### src/rtl/ctrl_pkg.sv
// Shared encodings, control-word layout and bubble constant for the ID-stage control unit.
package ctrl_pkg;

  localparam int unsigned CTRL_ALUOP_W = 6;

  localparam logic [5:0] OP_RTYPE    = 6'b000000;
  localparam logic [5:0] OP_REGIMM   = 6'b000001;
  localparam logic [5:0] OP_J        = 6'b000010;
  localparam logic [5:0] OP_JAL      = 6'b000011;
  localparam logic [5:0] OP_BEQ      = 6'b000100;
  localparam logic [5:0] OP_BNE      = 6'b000101;
  localparam logic [5:0] OP_BLEZ     = 6'b000110;
  localparam logic [5:0] OP_BGTZ     = 6'b000111;
  localparam logic [5:0] OP_ADDI     = 6'b001000;
  localparam logic [5:0] OP_SLTI     = 6'b001010;
  localparam logic [5:0] OP_ANDI     = 6'b001100;
  localparam logic [5:0] OP_ORI      = 6'b001101;
  localparam logic [5:0] OP_XORI     = 6'b001110;
  localparam logic [5:0] OP_SPECIAL2 = 6'b011100;
  localparam logic [5:0] OP_LB       = 6'b100000;
  localparam logic [5:0] OP_LH       = 6'b100001;
  localparam logic [5:0] OP_LW       = 6'b100011;
  localparam logic [5:0] OP_SB       = 6'b101000;
  localparam logic [5:0] OP_SH       = 6'b101001;
  localparam logic [5:0] OP_SW       = 6'b101011;

  localparam logic [5:0] FN_JR  = 6'b001000;
  localparam logic [5:0] FN_MUL = 6'b000010;

  typedef enum logic [1:0] {
    REGDST_RT   = 2'b00,
    REGDST_RD   = 2'b01,
    REGDST_LINK = 2'b10
  } regdst_e;

  typedef enum logic [1:0] {
    MEM_WORD = 2'b00,
    MEM_HALF = 2'b01,
    MEM_BYTE = 2'b10
  } memsize_e;

  typedef enum logic {
    ST_IDLE     = 1'b0,
    ST_MUL_WAIT = 1'b1
  } mul_state_e;

  typedef struct packed {
    regdst_e                 regdst;
    logic [CTRL_ALUOP_W-1:0] aluop;
    logic                    alusrc;
    logic                    branch;
    logic                    jump;
    logic                    link;
    logic                    memread;
    logic                    memwrite;
    memsize_e                memsize;
    logic                    memtoreg;
    logic                    regwrite;
    logic                    valid;
    logic                    illegal;
  } ctrl_word_t;

  localparam ctrl_word_t CTRL_BUBBLE = '0;

  // Access width of a load/store opcode.
  function automatic memsize_e mem_size(input logic [5:0] op);
    case (op)
      OP_LH, OP_SH: mem_size = MEM_HALF;
      OP_LB, OP_SB: mem_size = MEM_BYTE;
      default:      mem_size = MEM_WORD;
    endcase
  endfunction

endpackage

### src/rtl/ctrl_decode.sv
// Combinational MIPS instruction decoder producing the ID-stage control word
// and the side flags needed by the hazard and mul-stall logic.
module ctrl_decode
  import ctrl_pkg::*;
(
  input  logic [31:0] Instruction,
  output ctrl_word_t  ctrl,
  output logic        reads_rt,
  output logic        is_mul,
  output logic        illegal
);

  logic [5:0] op;
  logic [5:0] funct;
  logic       unused_fields;

  assign op            = Instruction[31:26];
  assign funct         = Instruction[5:0];
  assign unused_fields = ^Instruction[25:6];

  always_comb begin
    ctrl       = CTRL_BUBBLE;
    reads_rt   = 1'b0;
    is_mul     = 1'b0;
    illegal    = 1'b0;
    ctrl.valid = 1'b1;
    ctrl.aluop = op;

    case (op)
      OP_RTYPE: begin
        ctrl.aluop    = '0;
        ctrl.regdst   = REGDST_RD;
        ctrl.memtoreg = 1'b1;
        ctrl.regwrite = 1'b1;
        reads_rt      = 1'b1;
        if (funct == FN_JR) begin
          ctrl.jump     = 1'b1;
          ctrl.regwrite = 1'b0;
        end
      end
      OP_SPECIAL2: begin
        if (funct == FN_MUL) begin
          ctrl.regdst   = REGDST_RD;
          ctrl.memtoreg = 1'b1;
          ctrl.regwrite = 1'b1;
          reads_rt      = 1'b1;
          is_mul        = 1'b1;
        end else begin
          illegal = 1'b1;
        end
      end
      OP_ADDI, OP_ANDI, OP_ORI, OP_XORI, OP_SLTI: begin
        ctrl.alusrc   = 1'b1;
        ctrl.memtoreg = 1'b1;
        ctrl.regwrite = 1'b1;
      end
      OP_LW, OP_LH, OP_LB: begin
        ctrl.alusrc   = 1'b1;
        ctrl.memread  = 1'b1;
        ctrl.regwrite = 1'b1;
        ctrl.memsize  = mem_size(op);
      end
      OP_SW, OP_SH, OP_SB: begin
        ctrl.alusrc   = 1'b1;
        ctrl.memwrite = 1'b1;
        ctrl.memsize  = mem_size(op);
        reads_rt      = 1'b1;
      end
      OP_BEQ, OP_BNE: begin
        ctrl.branch = 1'b1;
        reads_rt    = 1'b1;
      end
      OP_BGTZ, OP_BLEZ, OP_REGIMM: begin
        ctrl.branch = 1'b1;
      end
      OP_J: begin
        ctrl.jump = 1'b1;
      end
      OP_JAL: begin
        ctrl.jump     = 1'b1;
        ctrl.link     = 1'b1;
        ctrl.regdst   = REGDST_LINK;
        ctrl.regwrite = 1'b1;
      end
      default: begin
        illegal = 1'b1;
      end
    endcase

    // Undecoded opcodes travel down the pipe as a flagged bubble.
    if (illegal) begin
      ctrl         = CTRL_BUBBLE;
      ctrl.illegal = 1'b1;
      reads_rt     = 1'b0;
      is_mul       = 1'b0;
    end
  end

endmodule

### src/rtl/pipe_ctrl_unit.sv
// ID-stage control unit: decodes IF/ID, registers the ID/EX control word,
// and owns load-use detection, mul stall sequencing and branch squash.
module pipe_ctrl_unit
  import ctrl_pkg::*;
#(
  parameter int unsigned ALUOP_W  = 6,
  parameter int unsigned REG_W    = 5,
  parameter int unsigned LINK_REG = 31,
  parameter int unsigned MUL_LAT  = 4
) (
  input  logic               Clk,
  input  logic               Rst,
  input  logic [31:0]        Instruction,
  input  logic               InstrValid,
  input  logic               BranchTaken,
  output logic               Stall,
  output logic [1:0]         RegDst,
  output logic [ALUOP_W-1:0] ALUOp,
  output logic               ALUSrc,
  output logic               Branch,
  output logic               Jump,
  output logic               Link,
  output logic               MemRead,
  output logic               MemWrite,
  output logic [1:0]         MemSize,
  output logic               MemtoReg,
  output logic               RegWrite,
  output logic               CtrlValid,
  output logic               IllegalOp
);

  localparam int unsigned     CNT_W    = (MUL_LAT > 1) ? $clog2(MUL_LAT) : 1;
  localparam logic [CNT_W-1:0] CNT_LOAD = CNT_W'(MUL_LAT - 1);

  ctrl_word_t       dec_ctrl;
  logic             dec_reads_rt;
  logic             dec_is_mul;
  logic             dec_illegal;
  logic [REG_W-1:0] rs;
  logic [REG_W-1:0] rt;
  logic [REG_W-1:0] rd;
  logic [REG_W-1:0] dec_dest;
  logic             load_use;

  ctrl_word_t       ctrl_q;
  logic [REG_W-1:0] ex_dest_q;
  mul_state_e       state_q;
  logic [CNT_W-1:0] cnt_q;

  ctrl_decode u_decode (
    .Instruction (Instruction),
    .ctrl        (dec_ctrl),
    .reads_rt    (dec_reads_rt),
    .is_mul      (dec_is_mul),
    .illegal     (dec_illegal)
  );

  assign rs = REG_W'(Instruction[25:21]);
  assign rt = REG_W'(Instruction[20:16]);
  assign rd = REG_W'(Instruction[15:11]);

  // Destination the instruction will write once it reaches EX.
  always_comb begin
    dec_dest = rt;
    case (dec_ctrl.regdst)
      REGDST_RD:   dec_dest = rd;
      REGDST_LINK: dec_dest = REG_W'(LINK_REG);
      default:     dec_dest = rt;
    endcase
  end

  assign load_use = InstrValid && ctrl_q.memread && (ex_dest_q != '0) &&
                    ((ex_dest_q == rs) || (dec_reads_rt && (ex_dest_q == rt)));

  assign Stall = !BranchTaken && ((state_q == ST_MUL_WAIT) || load_use);

  // ID/EX control register plus mul wait sequencer.
  always_ff @(posedge Clk) begin
    if (Rst) begin
      ctrl_q    <= CTRL_BUBBLE;
      ex_dest_q <= '0;
      state_q   <= ST_IDLE;
      cnt_q     <= '0;
    end else if (BranchTaken) begin
      ctrl_q    <= CTRL_BUBBLE;
      ex_dest_q <= '0;
      state_q   <= ST_IDLE;
      cnt_q     <= '0;
    end else begin
      case (state_q)
        ST_IDLE: begin
          if (InstrValid && !load_use) begin
            ctrl_q    <= dec_ctrl;
            ex_dest_q <= dec_illegal ? '0 : dec_dest;
            if (dec_is_mul && (MUL_LAT > 1)) begin
              state_q <= ST_MUL_WAIT;
              cnt_q   <= CNT_LOAD;
            end
          end else begin
            ctrl_q    <= CTRL_BUBBLE;
            ex_dest_q <= '0;
          end
        end
        ST_MUL_WAIT: begin
          ctrl_q    <= CTRL_BUBBLE;
          ex_dest_q <= '0;
          cnt_q     <= cnt_q - CNT_W'(1);
          if (cnt_q == CNT_W'(1)) begin
            state_q <= ST_IDLE;
          end
        end
        default: begin
          state_q <= ST_IDLE;
          cnt_q   <= '0;
        end
      endcase
    end
  end

  assign RegDst    = ctrl_q.regdst;
  assign ALUOp     = ALUOP_W'(ctrl_q.aluop);
  assign ALUSrc    = ctrl_q.alusrc;
  assign Branch    = ctrl_q.branch;
  assign Jump      = ctrl_q.jump;
  assign Link      = ctrl_q.link;
  assign MemRead   = ctrl_q.memread;
  assign MemWrite  = ctrl_q.memwrite;
  assign MemSize   = ctrl_q.memsize;
  assign MemtoReg  = ctrl_q.memtoreg;
  assign RegWrite  = ctrl_q.regwrite;
  assign CtrlValid = ctrl_q.valid;
  assign IllegalOp = ctrl_q.illegal;

endmodule

### config.mk
export PLATFORM = sky130hd
export DESIGN_NAME = pipe_ctrl_unit
export DESIGN_NICKNAME = d
export VERILOG_FILES = /design/src/rtl/ctrl_pkg.sv /design/src/rtl/ctrl_decode.sv /design/src/rtl/pipe_ctrl_unit.sv
export SDC_FILE = /design/constraint.sdc
export NUM_CORES = 1
export LEC_CHECK = 0
export ABC_AREA = 0
export CAP_MARGIN = 20
export CORE_MARGIN = 3
export CORE_UTILIZATION = 30
export CTS_BUF_LIST = sky130_fd_sc_hd__clkbuf_8
export DETAILED_ROUTE_END_ITERATION = 10
export PLACE_DENSITY = 0.71
export SYNTH_ARGS = -nofsm -noshare
export SYNTH_HDL_FRONTEND = slang
export SYNTH_SLANG_ARGS = --single-unit
### constraint.sdc
create_clock -name Clk -period 3.9 [get_ports Clk]
set_input_delay 1.17 -clock Clk [delete_from_list [all_inputs] [get_ports Clk]]
set_output_delay 1.17 -clock Clk [all_outputs]
set_load 0.01 [all_outputs]
==> impl_metrics.ini, run 1 <==
[outcome]
status = complete, no violations

[sta]
slew_headroom_pct = 68.10
period_needed_ns = 3.825
skew_ns = 0.004397
tns_ns = 0
final_hold_viol_count = 0
finalCritPeriodShare_pct = 98.07
worst_pin_slew_ns = 0.4763
clock.fmax_ghz = 0.2615
drv_slew = 0
layout_setup_ws_ns = 0.07523
final-setup-viol-count = 0
worst_hold_slack_ns = 0.4774

[power]
power.leakage_nw = 0.9431
sw_frac_of_total_pct = 21.15
p_clk_share_pct = 36.6
p_int_uw = 474.5
p_per_area_nw_per_um2 = 276.5
peakVddDrop_mv = 0.1278
p_comb_share_pct = 15.2
power.total_uw = 601.7
p_seq_share_pct = 48.1
p_sw_uw = 127.3

[placement]
dp_hpwl_microns = 2679
io_buffers = 51
gp_congestion = 0.8660
place_area_sq_um = 2059
dp.cells = 273
dp_worst_setup_slack_ns = -0.6775

[layout]
area_delta_synth_final_pct = 57.23
fin_nets = 267
post-route-util_pct = 49.29
finalInstanceArea_sq_um = 2176
fin_cells = 279
drive_above_1_share_pct = 18.06
n_antenna_cell = 0

[route]
antenna_left = 0
dr_total_vias = 1350
first_pass_iters = 4
drtIter0Drc = 36
drt_wl_total_microns = 3455
wl_per_cell_microns = 12.38
vias_per_cell = 4.839
drc = 0

[critical_path]
cp_slowest_cell = nor4b_4
arrival_ns = 2.65
critPathTopFamily = simple AND/OR/NAND/NOR gates
setup.worst_path.end_class = primary output
startpoint_type = primary input
required_ns = 2.73
cp_cell_sequence = dlygate4sd2_1, nor4b_4, a32oi_2, o21a_1, or2_4, a31oi_1, buf_2
path_buf_inv = 2
max_stage_delay_ns = 0.33
setup.worst_path.class = in2out
cp_max_fo = 3

[worst_hold_path]
hold_class = reg2reg

[yosys]
synth_nets = 197
yosysTopAreaCell = dfxtp_1
synth-async-reset-ratio_pct = 0
yosysSeqAreaShare_pct = 40.51
netlist_area_sq_um = 1384
yosys_warnings = 0
yosys.cell_types.count = 42
synth_edf_count = 0
synth_flop_cell = dfxtp_1
avgSynthCellArea_sq_um = 8.758
synth_area_leaders = dfxtp_1, inv_1, nor2_1, nand2_1, xnor2_1
synth.top_cell.area_share_pct = 40.51
syn_inst = 158
synth_seq_cells = 28

[clocking]
clock_latency_ns = 0.27
cts-root-buf = clkbuf_8
numCtsBuffers = 3
clk_pin_slew_ns = 0.09
cts_tree = built
cts.path.max_buffers = 2
cts_sinks = 28
ctsHtreeMaxLevel = 1

[floorplanning]
rows = 24
fp.dieW_microns = 73.92
dieArea_sq_um = 5463
start_util_pct = 31.35
fp.dieH_microns = 73.92
coreArea_sq_um = 4414
ios = 57

[global_routing]
grt_start_max_net_pins = 17
antenna_found_initial = 0
grt_pass1_vias = 1266
grt_overflow = 0
grt_pass1_wl_microns = 5664
grt_usage_pct = 13.17

[flow_run]
cap_violations = 0
sequential cells by signal (all words and copies together) (netlist names), 2 cells and up:
signal,flops
cnt_q,2
ALUOp,6
RegDst,2
MemSize,2
ex_dest_q,5
layer usage:
| layer | vias to the layer above | track usage (%) | routed length, microns |
|---|---|---|---|
| li1 | 694 | - | - |
| met2 | 42 | 20.08 | 1516 |
| met1 | 612 | 18.72 | 1677 |
| met5 | - | 0 | 0 |
| met3 | 2 | 2.873 | 235 |
| met4 | 0 | 3.622 | 24 |
power by group through the flow:
| stage | Sequential [mW] | Clock [mW] | Combinational, mW |
|---|---|---|---|
| floorplan | 0.297 | 0 | 0.0393 |
| global placement | 0.296 | 0 | 0.0912 |
| detailed placement | 0.296 | 0 | 0.0921 |
| CTS | 0.290 | 0.229 | 0.0913 |
| global route | 0.290 | 0.240 | 0.100 |
| finish | 0.290 | 0.220 | 0.0917 |
path summary, 6_finish.rpt:
| check | start | to | slack, ns | cells after the start |
|---|---|---|---|---|
| worst max-delay path | Instruction[27] | Stall | 0.08 | 7 |
| worst min-delay path | cnt_q[1] | cnt_q[1] | 0.48 | 2 |
| worst max register to register | ex_dest_q[1] | ex_dest_q[2] | 1.86 | 6 |
| worst min register to register | cnt_q[1] | cnt_q[1] | 0.48 | 2 |
layout make-up:
cell class	instances	area, sq um
Clock buffer	3	41.29
Clock inverter	1	30.03
Fill cell	419	2238
Inverter	17	63.81
Multi-Input combinational cell	105	755.7
Sequential cell	28	560.5
Tap cell	52	65.06
Timing Repair Buffer	73	659.4
tightest hold or removal path, cell delays in order (launching register included):
cell	delay (ns)
dfxtp_1	0.31
inv_1	0.06
a31oi_1	0.07
cells in the final DEF (no fill, tap or decap), types with 2 or more instances in the layout:
cell	instances
dfxtp_1	28
buf_4	21
nor2b_1	2
dlymetal6s2s_1	3
nand2_1	14
nand3_1	3
and3_1	2
ha_1	3
dlygate4sd2_1	10
clkdlybuf4s15_1	3
a31oi_1	4
o21ai_0	5
clkbuf_2	2
inv_1	17
xor2_1	4
a221oi_1	5
nor4_1	7
a21oi_1	3
xnor2_1	6
nand2b_1	3
clkbuf_8	3
clkdlybuf4s50_1	32
nor2_1	16
o21a_1	2
synthesized netlist by cell type (all sizes together) (3+ instances only):
cell and n:
a21oi 4, a221oi 5, a31oi 4, buf 6, dfxtp 28, ha 3, inv 17, nand2 14
nand2b 3, nand3 3, nor2 16, nor2b 3, nor4 8, o21ai 6, xnor2 6, xor2 4
cell families after synthesis:
family / Yosys count / share of synthesized area [%]
buffers and inverters: 25 / 8.228
DFF: 28 / 40.51
and+or+nand+nor: 60 / 23.15
AOI/OAI and AO/OA: 31 / 18.35
muxes: 1 / 0.7234
xor gates and xnor gates: 10 / 6.329
adders and majority gates: 3 / 2.713
timing repair:
action | CTS | global route
cloned | 0 | 0
endpoints found under the setup margin | 1 | 1
buffers inserted | 1 | 1
resized for setup | 28 | 10
hold buffers | 0 | 0
pin swaps | 10 | 11
Note: power is estimated with default switching activity, not from simulation.
==> inputs of run 2 (changes only) <==
--- a/config.mk
+++ b/config.mk
@@ -11,7 +11,7 @@
 export CORE_UTILIZATION = 30
 export CTS_BUF_LIST = sky130_fd_sc_hd__clkbuf_8
 export DETAILED_ROUTE_END_ITERATION = 10
-export PLACE_DENSITY = 0.71
+export PLACE_DENSITY_LB_ADDON = 0.3
 export SYNTH_ARGS = -nofsm -noshare
 export SYNTH_HDL_FRONTEND = slang
 export SYNTH_SLANG_ARGS = --single-unit
==> run 2 against run 1 <==
Clock skew rose by 0.00079 ns. Final cell count increased by 1.1%. Register-to-register slack improved by 0.03 ns. Cell area up 0.86%. Global-route usage grew 0.10 points. First-iteration DRC count shrank 17%. Hold slack improved by 0.0010 ns. Die area is the same. Sequential share of layout area down 0.22 points.
==> impl_metrics.ini, run 2 (synthesis results as in run 1) <==
[outcome]
status = complete, no violations

[clocking]
cts.path.max_buffers = 2
clock_latency_ns = 0.27
cts-root-buf = clkbuf_8
numCtsBuffers = 3
ctsHtreeMaxLevel = 1
clk_pin_slew_ns = 0.09
cts_tree = built
cts_sinks = 28
cts_hold_buf = 0

[power]
p_int_uw = 475.5
peakVddDrop_mv = 0.2075
p_per_area_nw_per_um2 = 276.6
p_comb_share_pct = 15.2
sw_frac_of_total_pct = 21.67
p_clk_share_pct = 37.0
power.leakage_nw = 0.9452
power.total_uw = 607.1
p_sw_uw = 131.6
p_seq_share_pct = 47.7

[critical_path]
cp_slowest_cell = or4_4
critPathLaunch = Instruction[18]
cp_cell_sequence = dlygate4sd2_1, xor2_1, or4_4, or2_4, a31oi_1, buf_2
cp_max_fo = 2
setup.worst_path.end_class = primary output
critPathTopFamily = simple AND/OR/NAND/NOR gates
setup.worst_path.class = in2out
reg2reg_from = ex_dest_q[1]
required_ns = 2.73
path_buf_inv = 2
startpoint_type = primary input
arrival_ns = 2.67
max_stage_delay_ns = 0.51

[floorplanning]
fp.dieW_microns = 73.92
coreArea_sq_um = 4414
start_util_pct = 31.35
rows = 24
dieArea_sq_um = 5463
fp.dieH_microns = 73.92
ios = 57

[global_routing]
grt_pass1_wl_microns = 5775
antenna_found_initial = 0
grt_usage_pct = 13.27
grt_start_max_net_pins = 17
grt_overflow = 0
grt_pass1_vias = 1327

[flow_run]
cap_violations = 0

[route]
wl_per_cell_microns = 12.00
drc = 0
drtIter0Drc = 30
drt_wl_total_microns = 3383
first_pass_iters = 4
dr_total_vias = 1315
vias_per_cell = 4.663
antenna_left = 0

[placement]
dp.cells = 276
gp_congestion = 0.8791
dp_worst_setup_slack_ns = -0.7745
dp_hpwl_microns = 2633
io_buffers = 51

[sta]
final-setup-viol-count = 0
rsz0062_at_grt = false
period_needed_ns = 3.838
final_hold_viol_count = 0
drv_slew = 0
finalCritPeriodShare_pct = 98.41
tns_ns = 0
layout_setup_ws_ns = 0.06203
worst_pin_slew_ns = 0.4799
skew_ns = 0.005191
clock.fmax_ghz = 0.2606
slew_headroom_pct = 67.86

[layout]
largest_reg_flops = 6
layout_commonest_cell = clkdlybuf4s50_1
post-route-util_pct = 49.72
area_delta_synth_final_pct = 58.59
n_antenna_cell = 0
fin_nets = 270
final_cell_mix = clkdlybuf4s50_1, dfxtp_1, buf_4
drive_above_1_share_pct = 20.43
fin_cells = 282

[worst_hold_path]
min-delay-start = cnt_q[1]
hold_class = reg2reg
run 2: cell types whose count changed in the layout (fill, tap and decap cells not counted), moves of 2 or more:
cell	change
nor4_1	-2
clkdlybuf4s15_1	-3
buf_4	+3
nor4_2	+2
run 2: metrics by stage:
stage | hold slack [ns] | area (sq um)
3_3_place_gp | 0.4616 | 2082
2_1_floorplan | 0.4412 | 1384
6_report | 0.4785 | 2195
5_1_grt | 0.5113 | 2195
4_1_cts | 0.4813 | 2201
3_5_place_dp | 0.4677 | 2082
run 2: final timing paths:
check                                end  slack (ns)  depth (start not counted)
worst min register to register  cnt_q[1]        0.48                          2
worst max register to register   MemRead        1.89                          6
worst max-delay path               Stall        0.06                          6
worst min-delay path            cnt_q[1]        0.48                          2
run 2: metal layers:
layer	wire, microns	global-route usage, %
met4	18	2.414
met3	200	3.420
met5	0	0
met1	1557	18.01
met2	1606	21.46
run 2: power groups by stage:
stage               Clock (mW)  Combinational, mW  Sequential [mW]
floorplan                    0             0.0393            0.297
detailed placement           0             0.0935            0.296
global placement             0             0.0933            0.296
finish                   0.225             0.0926            0.290
global route             0.244              0.102            0.290
CTS                      0.232             0.0932            0.290
run 2: final cells by class:
cell class	count	area (sq um)
clock inverter	1	30.03
tap	52	65.06
fill	434	2220
multi-input combinational	105	765.7
inverter	17	63.81
timing repair buffer	76	668.1
sequential	28	560.5
clock buffer	3	41.29
run 2: worst register-to-register path, cell delays in order (launching register included):
cell and delay, ns:
dfxtp_1 0.35, or4_1 0.55, o211a_1 0.24, buf_4 0.14, a21oi_4 0.16, o211ai_4 0.21, nor4_1 0.26
run 2: timing repair:
action,CTS,global route
resized for setup,32,9
setup buffers,2,0
setup endpoints to repair,1,1
pin swaps,11,7
==> inputs of run 3 (changes only) <==
--- a/config.mk
+++ b/config.mk
@@ -6,7 +6,6 @@
 export NUM_CORES = 1
 export LEC_CHECK = 0
 export ABC_AREA = 0
-export CAP_MARGIN = 20
 export CORE_MARGIN = 3
 export CORE_UTILIZATION = 30
 export CTS_BUF_LIST = sky130_fd_sc_hd__clkbuf_8
==> results of run 3 <==
Same layout as run 2: the final DEF is identical, and so are final timing and power.
